--- src/rtl/slot_demux_pkg.sv ---
// Shared types for the four-slot registered demultiplexer.
package slot_demux_pkg;

  localparam int NUM_SLOTS = 4;

  typedef logic [1:0] slot_idx_t;

  typedef enum logic {
    IDLE  = 1'b0,
    CLEAR = 1'b1
  } state_t;

endpackage

--- src/rtl/slot_demux_4.sv ---
// slot_demux_4: steers one character into one of four holding slots,
// addressed explicitly (in_sel) or by an auto-incrementing pointer, with a
// four-cycle clear sweep. Optional build macro OVERWRITE_FLAG_EN adds a
// sticky flag that records a write landing on an already-valid slot.
module slot_demux_4
  import slot_demux_pkg::*;
#(
  parameter int WIDTH = 2
) (
  input  logic                   CLOCK_50,
  input  logic                   reset,
  input  logic                   in_valid,
  output logic                   in_ready,
  input  logic [WIDTH-1:0]       in_data,
  input  logic [1:0]             in_sel,
  input  logic                   auto_mode,
  input  logic                   clear,
  output logic [4*WIDTH-1:0]     slots,
  output logic [3:0]             slot_valid,
  output logic                   full,
  output logic [1:0]             wr_ptr,
  output logic                   ovr
);

  state_t           state_q;
  slot_idx_t        sweep_q;
  slot_idx_t        wr_ptr_q;
  logic [3:0]       slot_valid_q;
  logic [WIDTH-1:0] slots_q [NUM_SLOTS];

  slot_idx_t        tgt_d;
  logic             wr_en_d;

  // Handshake and write-target selection; clear pre-empts any same-cycle write.
  always_comb begin
    in_ready = (state_q == IDLE) && !clear && !reset;
    wr_en_d  = in_valid && in_ready;
    tgt_d    = auto_mode ? wr_ptr_q : in_sel;
  end

`ifdef OVERWRITE_FLAG_EN
  logic ovr_q;
`endif

  // All block state: slot storage, valid flags, pointer, sweep FSM.
  always_ff @(posedge CLOCK_50 or posedge reset) begin
    if (reset) begin
      state_q      <= IDLE;
      sweep_q      <= '0;
      wr_ptr_q     <= '0;
      slot_valid_q <= '0;
      for (int k = 0; k < NUM_SLOTS; k++) slots_q[k] <= '0;
`ifdef OVERWRITE_FLAG_EN
      ovr_q        <= 1'b0;
`endif
    end else begin
      case (state_q)
        IDLE: begin
          if (clear) begin
            state_q <= CLEAR;
            sweep_q <= '0;
          end else if (wr_en_d) begin
            slots_q[tgt_d]      <= in_data;
            slot_valid_q[tgt_d] <= 1'b1;
            if (auto_mode) wr_ptr_q <= wr_ptr_q + 2'd1;
`ifdef OVERWRITE_FLAG_EN
            if (slot_valid_q[tgt_d]) ovr_q <= 1'b1;
`endif
          end
        end
        CLEAR: begin
          slots_q[sweep_q]      <= '0;
          slot_valid_q[sweep_q] <= 1'b0;
          if (sweep_q == 2'd3) begin
            // Sweep finished: pointer and overwrite history start fresh.
            wr_ptr_q <= '0;
            state_q  <= IDLE;
`ifdef OVERWRITE_FLAG_EN
            ovr_q    <= 1'b0;
`endif
          end else begin
            sweep_q <= sweep_q + 2'd1;
          end
        end
        default: state_q <= IDLE;
      endcase
    end
  end

  // Flatten slot storage onto the bus read by the display logic.
  for (genvar k = 0; k < NUM_SLOTS; k++) begin : g_flat
    assign slots[k*WIDTH +: WIDTH] = slots_q[k];
  end

  assign slot_valid = slot_valid_q;
  assign full       = &slot_valid_q;
  assign wr_ptr     = wr_ptr_q;

`ifdef OVERWRITE_FLAG_EN
  assign ovr = ovr_q;
`else
  assign ovr = 1'b0;
`endif

endmodule

--- config.mk ---
export PLATFORM = sky130hd
export DESIGN_NAME = slot_demux_4
export DESIGN_NICKNAME = d
export VERILOG_FILES = /design/src/rtl/slot_demux_pkg.sv /design/src/rtl/slot_demux_4.sv
export SDC_FILE = /design/constraint.sdc
export NUM_CORES = 1
export LEC_CHECK = 0
export ABC_AREA = 1
export CAP_MARGIN = 30
export CORE_MARGIN = 1.5
export CORE_UTILIZATION = 40
export DETAILED_ROUTE_END_ITERATION = 12
export PLACE_DENSITY = 0.79
export SETUP_SLACK_MARGIN = 0.4
export SLEW_MARGIN = 0
export SYNTH_ARGS = -nofsm -noshare
export SYNTH_HDL_FRONTEND = slang
export SYNTH_SLANG_ARGS = --single-unit
--- constraint.sdc ---
create_clock -name CLOCK_50 -period 1.1 [get_ports CLOCK_50]
set_input_delay 0.22 -clock CLOCK_50 [delete_from_list [all_inputs] [get_ports CLOCK_50]]
set_output_delay 0.22 -clock CLOCK_50 [all_outputs]
set_load 0.05 [all_outputs]
==> run_results.csv, run 1 <==
group,metric,value,unit
placement,gp_congestion,0.808,
placement,hpwl,2070,um
worst_setup_path,worstPathArrival,1.15,ns
final_layout,final_area,1840,sq um
grt,grt_pass1_vias,1111,
clocking,root_buffer,"clkbuf_4",
synthesis,synthCells,125,
synthesis,yosys.cell_count.top_type,"nand2_1",
worst_setup_path,startpoint_type,"register",
clocking,numCtsBuffers,3,
grt,antenna_found_initial,0,
final_layout,seq_area,443,sq um
placement,port_buffers,24,
job,maxCapViolations,0,
die,rows,17,
synthesis,synth_top_area_share,44.3,%
synthesis,synth_edf_count,0,
synthesis,syn_area,961,sq um
routing,ant_nets,0,
final_layout,syn_to_final_growth,91.5,%
die,io_pins,26,
routing,dr.pass1.iters,4,
grt,gr-usage-met2,49.6,%
worst_setup_path,regToRegStartpoint,"state_q",
routing,routed_wl,3410,um
worst_setup_path,r2r_end,"slots[0]",
die,core,2230,sq um
worst_setup_path,worst-r2r-setup-slack,-0.26,ns
grt,grt-ovfl-total,0,
worst_setup_path,ff2ff_path_depth,8,
final_layout,multi_input_area,556,sq um
grt,use_met3,6.90,%
timing,hold_viol,0,
timing,post-route-period-util,125,%
die,die_area,2710,sq um
power_and_ir_drop,p_leak,0.931,nW
final_layout,fin_nets,200,
timing,fin_tns_setup,-4.51,ns
worst_setup_path,path_max_fanout,2,
routing,drcViolationCount,0,
final_layout,stdcell_count,214,
synthesis,seq_area_frac_synth,44.3,%
timing,period_needed,1.37,ns
synthesis,syn_nets,138,
grt,use_met1,33.5,%
synthesis,synth_cell_types,18,
timing,setup_ws,-0.270,ns
routing,via_count,1040,
clocking,cts.sinks,17,
timing,fin_worst_skew,0.00801,ns
timing,rsz0062_at_grt,"yes",
worst_setup_path,startpoint,"state_q",
final_layout,fillers,123,
timing,max_freq,730,MHz
routing,vias_per_cell,4.86,
grt,grt_start_max_net_pins,16,
power_and_ir_drop,ir_drop,1.71,mV
timing,finalMaxSlewViolations,0,
routing,drtIter0Drc,15,
status,failed_checks,"setup timing",
clocking,h-tree-depth,1,
grt,track_usage,28.9,%
clocking,clock_path_buffers,2,
die,start_util,43.0,%
synthesis,avgSynthCellArea,7.69,sq um
synthesis,async_flop_share,100,%
placement,placed_cell_area,1520,sq um
final_layout,utilization,82.4,%
synthesis,synthTopCellsByArea,"dfrtp_1, nand2_1, nand3_1",
synthesis,synth_area_leader_cell,"dfrtp_1",
timing,setup_viol,33,
worst_setup_path,crit_path_end,"in_ready",
routing,wire_per_inst,15.9,um
power_and_ir_drop,powerDensity,1830,nW/um^2
final_layout,insertedDiodeCount,0,
clocking,cts_tree,"built",
synthesis,yosys_most_used_dff,"dfrtp_1",
die,die_y,52.0,um
die,die_x,52.0,um
worst_setup_path,worstSetupEndpointType,"output pin",
grt,grt_pass1_wl,5380,um
clocking,insertion_delay,0.33,ns
worst_setup_path,cp.required,0.88,ns
synthesis,yosysWarnings,0,
placement,dp_cells,184,
grt,busiest_layer,"met2",
synthesis,ys_ff_latch,17,
status,status,"finished, violations left",
worst_setup_path,worstSetupPathType,"register to output pin",
final_layout,drive_above_1_share,60.2,%
synthesis,synth_common_cells,"nand2_1, dfrtp_1, nand3_1",
clocking,clkTransAtPathRegs,0.10,ns
min_path,hold_class,"primary input to async pin",
how the worst min path moves through the flow:
stage,start,endpoint,slack (ns),cells past startpoint
4_1_cts,reset,wr_ptr[1],0.02,3
3_3_place_gp,slots[6],slots[6],0.53,2
3_5_place_dp,slots[7],slots[7],0.54,2
6_report,reset,wr_ptr[1],0.02,3
5_1_grt,reset,wr_ptr[1],0.006,3
2_1_floorplan,reset,state_q,-0.006,1
layout make-up:
cell class / instances / area share [%]
Tap cell: 28 / 1.90
Clock buffer: 4 / 1.43
Inverter: 18 / 4.49
Timing Repair Buffer: 59 / 37.9
Sequential cell: 17 / 24.1
Multi-Input combinational cell: 88 / 30.2
registers in the layout, summed over array words and instances, names as in the netlist:
signal and cells:
state_q 1, slot_valid 4, wr_ptr 2, slots 8
sweep_q 2
critical path: stages, from the launching register on:
cell and delay, ns:
dfrtp_1 0.42, inv_2 0.11, nand3_4 0.08, clkinvlp_4 0.09
buf_12 0.13
placed cells by master, fill, tap and decap left out:
| cell type | synthesis | final |
|---|---|---|
| buf_12 | 0 | 17 |
| ha_1 | 4 | 3 |
| nand3_4 | 0 | 1 |
| nand2_1 | 43 | 35 |
| nor2_4 | 1 | 3 |
| nand3_1 | 13 | 4 |
| xnor2_1 | 1 | 1 |
| clkdlybuf4s50_1 | 0 | 5 |
| clkinv_2 | 0 | 3 |
| inv_1 | 10 | 9 |
| nand2_2 | 7 | 12 |
| clkbuf_4 | 0 | 3 |
| nor2_2 | 6 | 5 |
| inv_2 | 4 | 3 |
| o21ai_1 | 3 | 3 |
| clkinvlp_4 | 0 | 1 |
| clkbuf_1 | 0 | 1 |
| buf_6 | 0 | 7 |
| inv_4 | 0 | 1 |
| ha_2 | 0 | 1 |
| buf_4 | 2 | 27 |
| nor2_1 | 6 | 5 |
| dlygate4sd2_1 | 0 | 3 |
| dfrtp_2 | 0 | 14 |
| nand2_4 | 1 | 4 |
| a21oi_4 | 1 | 1 |
| clkinv_4 | 0 | 1 |
| nand3_2 | 0 | 8 |
| nand4_1 | 1 | 1 |
| conb_1 | 1 | 1 |
| dfrtp_1 | 17 | 3 |
per-stage QoR:
stage                     setup WS (ns)  hold slack [ns]  total power (W)
final                            -0.270           0.0158          0.00337
after global routing             -0.306          0.00632          0.00354
after CTS                        -0.203           0.0243          0.00312
after detailed placement         -0.405            0.541          0.00240
after global placement           -0.351            0.528          0.00234
after floorplan                 -0.0343         -0.00630          0.00176
metal layers:
layer | wire length, um | vias to the layer above | part of all wire, %
li1 | - | 497 | -
met1 | 1290 | 494 | 38
met2 | 1780 | 39 | 52
met3 | 193 | 10 | 5.7
met4 | 144 | 0 | 4.2
met5 | 0 | - | 0
report_power, final:
group	total (W)	switching, W	internal (W)
logic	0.00212	0.00111	0.00101
clock network	0.000384	0.000241	0.000143
registers	0.000868	0.000113	0.000755
cell families (layout without fill, tap and decap cells):
group,after synthesis,in the layout,synth area share [%]
AOI/OAI and AO/OA,4,4,3.26
xor gates and xnor gates,1,1,0.912
adders and majority gates,4,4,5.21
buffers and inverters,20,81,8.59
DFF,17,17,44.3
other,1,1,0.390
and+or+nand+nor,78,78,37.4
what timing repair did:
action,CTS,global route
pin swaps,10,6
endpoints found under the setup margin,33,33
buffers inserted,18,8
gates resized for setup,22,5
endpoints found under the hold margin,0,0
hold buffers,0,0
Power figures use the tool's default switching activity.
==> run 2: changes to the inputs <==
--- a/config.mk
+++ b/config.mk
@@ -6,11 +6,12 @@
 export NUM_CORES = 1
 export LEC_CHECK = 0
 export ABC_AREA = 1
-export CAP_MARGIN = 30
+export CAP_MARGIN = 20
 export CORE_MARGIN = 1.5
 export CORE_UTILIZATION = 40
 export DETAILED_ROUTE_END_ITERATION = 12
-export PLACE_DENSITY = 0.79
+export PLACE_DENSITY = 0.71
+export RECOVER_POWER = 100
 export SETUP_SLACK_MARGIN = 0.4
 export SLEW_MARGIN = 0
 export SYNTH_ARGS = -nofsm -noshare
==> run 2 against run 1 <==
The run still ends with setup timing left. Highest routed layer unchanged. Critical path type is now register to register. Via count grew 5.8%. Worst hold slack improved by 0.045 ns. Clock power is 8.9% lower. Flip-flop and latch count unchanged. Sequential share of layout area up 0.099 points. Critical endpoint is now slots[0]. Fmax is 4.1% higher. Largest power group unchanged. Largest cell class unchanged. Setup slack improved by 0.054 ns. Combinational power rose by 4%.
==> run_results.csv, run 2 (same netlist as run 1, synthesis figures left out) <==
group,metric,value,unit
worst_setup_path,r2r_end,"slots[0]",
clocking,h-tree-depth,1,
timing,period_needed,1.32,ns
power_and_ir_drop,p_sw,0.00147,W
status,failed_checks,"setup timing",
timing,setup_viol,32,
final_layout,final_area,1830,sq um
final_layout,insertedDiodeCount,0,
clocking,numCtsBuffers,3,
power_and_ir_drop,clock_power_share,10.3,%
final_layout,fillers,129,
worst_setup_path,worst-r2r-setup-slack,-0.22,ns
worst_setup_path,cp_top_family,"simple AND/OR/NAND/NOR gates",
power_and_ir_drop,p_leak,0.938,nW
worst_setup_path,cp_cell_sequence,"inv_2, nand3_4, buf_4, nor2_4, nand2_4, clkinv_2, nand2_1, nand2_1",
final_layout,seq_area,443,sq um
die,rows,17,
placement,hpwl,1850,um
clocking,clkTransAtPathRegs,0.10,ns
placement,gp_congestion,0.783,
routing,vias_per_cell,5.19,
timing,fin_worst_skew,0.00122,ns
worst_setup_path,worstSetupPathType,"register to register",
final_layout,layout_common_cells,"nand2_1, buf_4, buf_12",
grt,grt_pass1_vias,1105,
worst_setup_path,worstPathArrival,1.55,ns
clocking,cts.sinks,17,
status,status,"finished, violations left",
timing,setup_ws,-0.217,ns
routing,drcViolationCount,0,
routing,wire_per_inst,16.1,um
clocking,clock_path_buffers,2,
timing,post-route-period-util,120,%
worst_setup_path,slowest_delay,0.41,ns
power_and_ir_drop,ir_drop,1.76,mV
final_layout,mostFrequentLayoutCell,"nand2_1",
worst_setup_path,ff2ff_path_depth,8,
clocking,insertion_delay,0.29,ns
worst_setup_path,crit_buf_inv,3,
timing,hold_viol,0,
power_and_ir_drop,p_int,0.00194,W
worst_setup_path,regToRegStartpoint,"state_q",
final_layout,fin_nets,198,
die,start_util,43.0,%
die,die_x,52.0,um
worst_setup_path,startpoint_type,"register",
timing,finalMaxSlewViolations,0,
final_layout,multi_input_area,564,sq um
clocking,cts_tree,"built",
power_and_ir_drop,switching_share,43.1,%
die,die_y,52.0,um
grt,grt-ovfl-total,0,
timing,max_freq,759,MHz
die,io_pins,26,
final_layout,drive_above_1_share,59.8,%
routing,drtIter0Drc,27,
routing,via_count,1100,
min_path,hold_class,"primary input to async pin",
worst_setup_path,slowest_stage,"dfrtp_1",
placement,dp_cells,184,
die,core,2230,sq um
final_layout,syn_to_final_growth,90.8,%
power_and_ir_drop,pwr-share-comb,64.5,%
routing,dr.pass1.iters,4,
worst_setup_path,cp.required,1.33,ns
job,maxCapViolations,0,
die,die_area,2710,sq um
grt,grt_start_max_net_pins,16,
timing,rsz0062_at_grt,"yes",
power_and_ir_drop,powerDensity,1860,nW/um^2
placement,placed_cell_area,1520,sq um
clocking,root_buffer,"clkbuf_4",
grt,antenna_found_initial,0,
routing,ant_nets,0,
worst_setup_path,cpMostUsedCell,"nand2_1",
routing,routed_wl,3410,um
final_layout,stdcell_count,212,
worst_setup_path,path_max_fanout,4,
power_and_ir_drop,p_total,0.00341,W
placement,port_buffers,24,
final_layout,largest_reg_flops,8,
worst_setup_path,worstSetupEndpointType,"register",
grt,track_usage,24.5,%
power_and_ir_drop,power.share.sequential,25.3,%
clocking,cts_hold_buf,0,
grt,grt_pass1_wl,4850,um
run 2: cell type report:
cell class	instances	area share, %
clock buffer	4	1.43
inverter	18	4.37
multi-input combinational	88	30.8
sequential	17	24.2
tap	28	1.91
timing repair buffer	57	37.3
run 2: how the worst max path moves through the flow:
stage                              from       end  slack, ns  cells past startpoint
final                           state_q  slots[0]      -0.22                      8
after global routing            state_q  slots[4]      -0.26                      8
after CTS                       state_q  in_ready      -0.20                      4
after detailed placement      auto_mode  slots[4]      -0.39                      8
after global placement        auto_mode  slots[4]      -0.35                      8
after floorplan           slot_valid[2]      full      -0.03                      2
run 2: power groups by stage:
| stage | clock network, W | logic (W) | registers [W] |
|---|---|---|---|
| detailed placement | 0 | 0.00150 | 0.000887 |
| CTS | 0.000344 | 0.00190 | 0.000849 |
| finish | 0.000350 | 0.00220 | 0.000860 |
| global route | 0.000386 | 0.00233 | 0.000874 |
| floorplan | 0 | 0.000678 | 0.00108 |
| global placement | 0 | 0.00147 | 0.000881 |
run 2: routing by layer:
metal  track usage (%)  part of all wire, %  vias up
met5                 0                    0        -
met2              43.5                   54       54
met4              7.89                  4.5        0
met1              29.9                   35      533
met3              4.02                  5.9       18
li1                  -                    -      495
run 2: tightest hold or removal path, stage by stage:
cell and delay (ns):
dlygate4sd2_1 0.27, clkinv_4 0.08, clkbuf_1 0.13
run 2: what timing repair did:
| item | 4_1_cts | 5_1_grt |
|---|---|---|
| gates resized for setup | 22 | 7 |
| pin swaps | 9 | 7 |
| setup endpoints to repair | 33 | 33 |
| setup buffers | 19 | 5 |
run 2: per-stage QoR:
step / TNS [ns] / hold WS [ns] / util [%] / setup slack (ns)
2_1_floorplan: -0.121 / -0.00630 / - / -0.0343
3_5_place_dp: -5.59 / 0.538 / 67.9 / -0.386
6_report: -3.65 / 0.0604 / 82.1 / -0.217
5_1_grt: -4.84 / 0.0688 / 82.1 / -0.259
3_3_place_gp: -5.03 / 0.530 / 67.9 / -0.349
4_1_cts: -2.38 / 0.0627 / 79.3 / -0.203
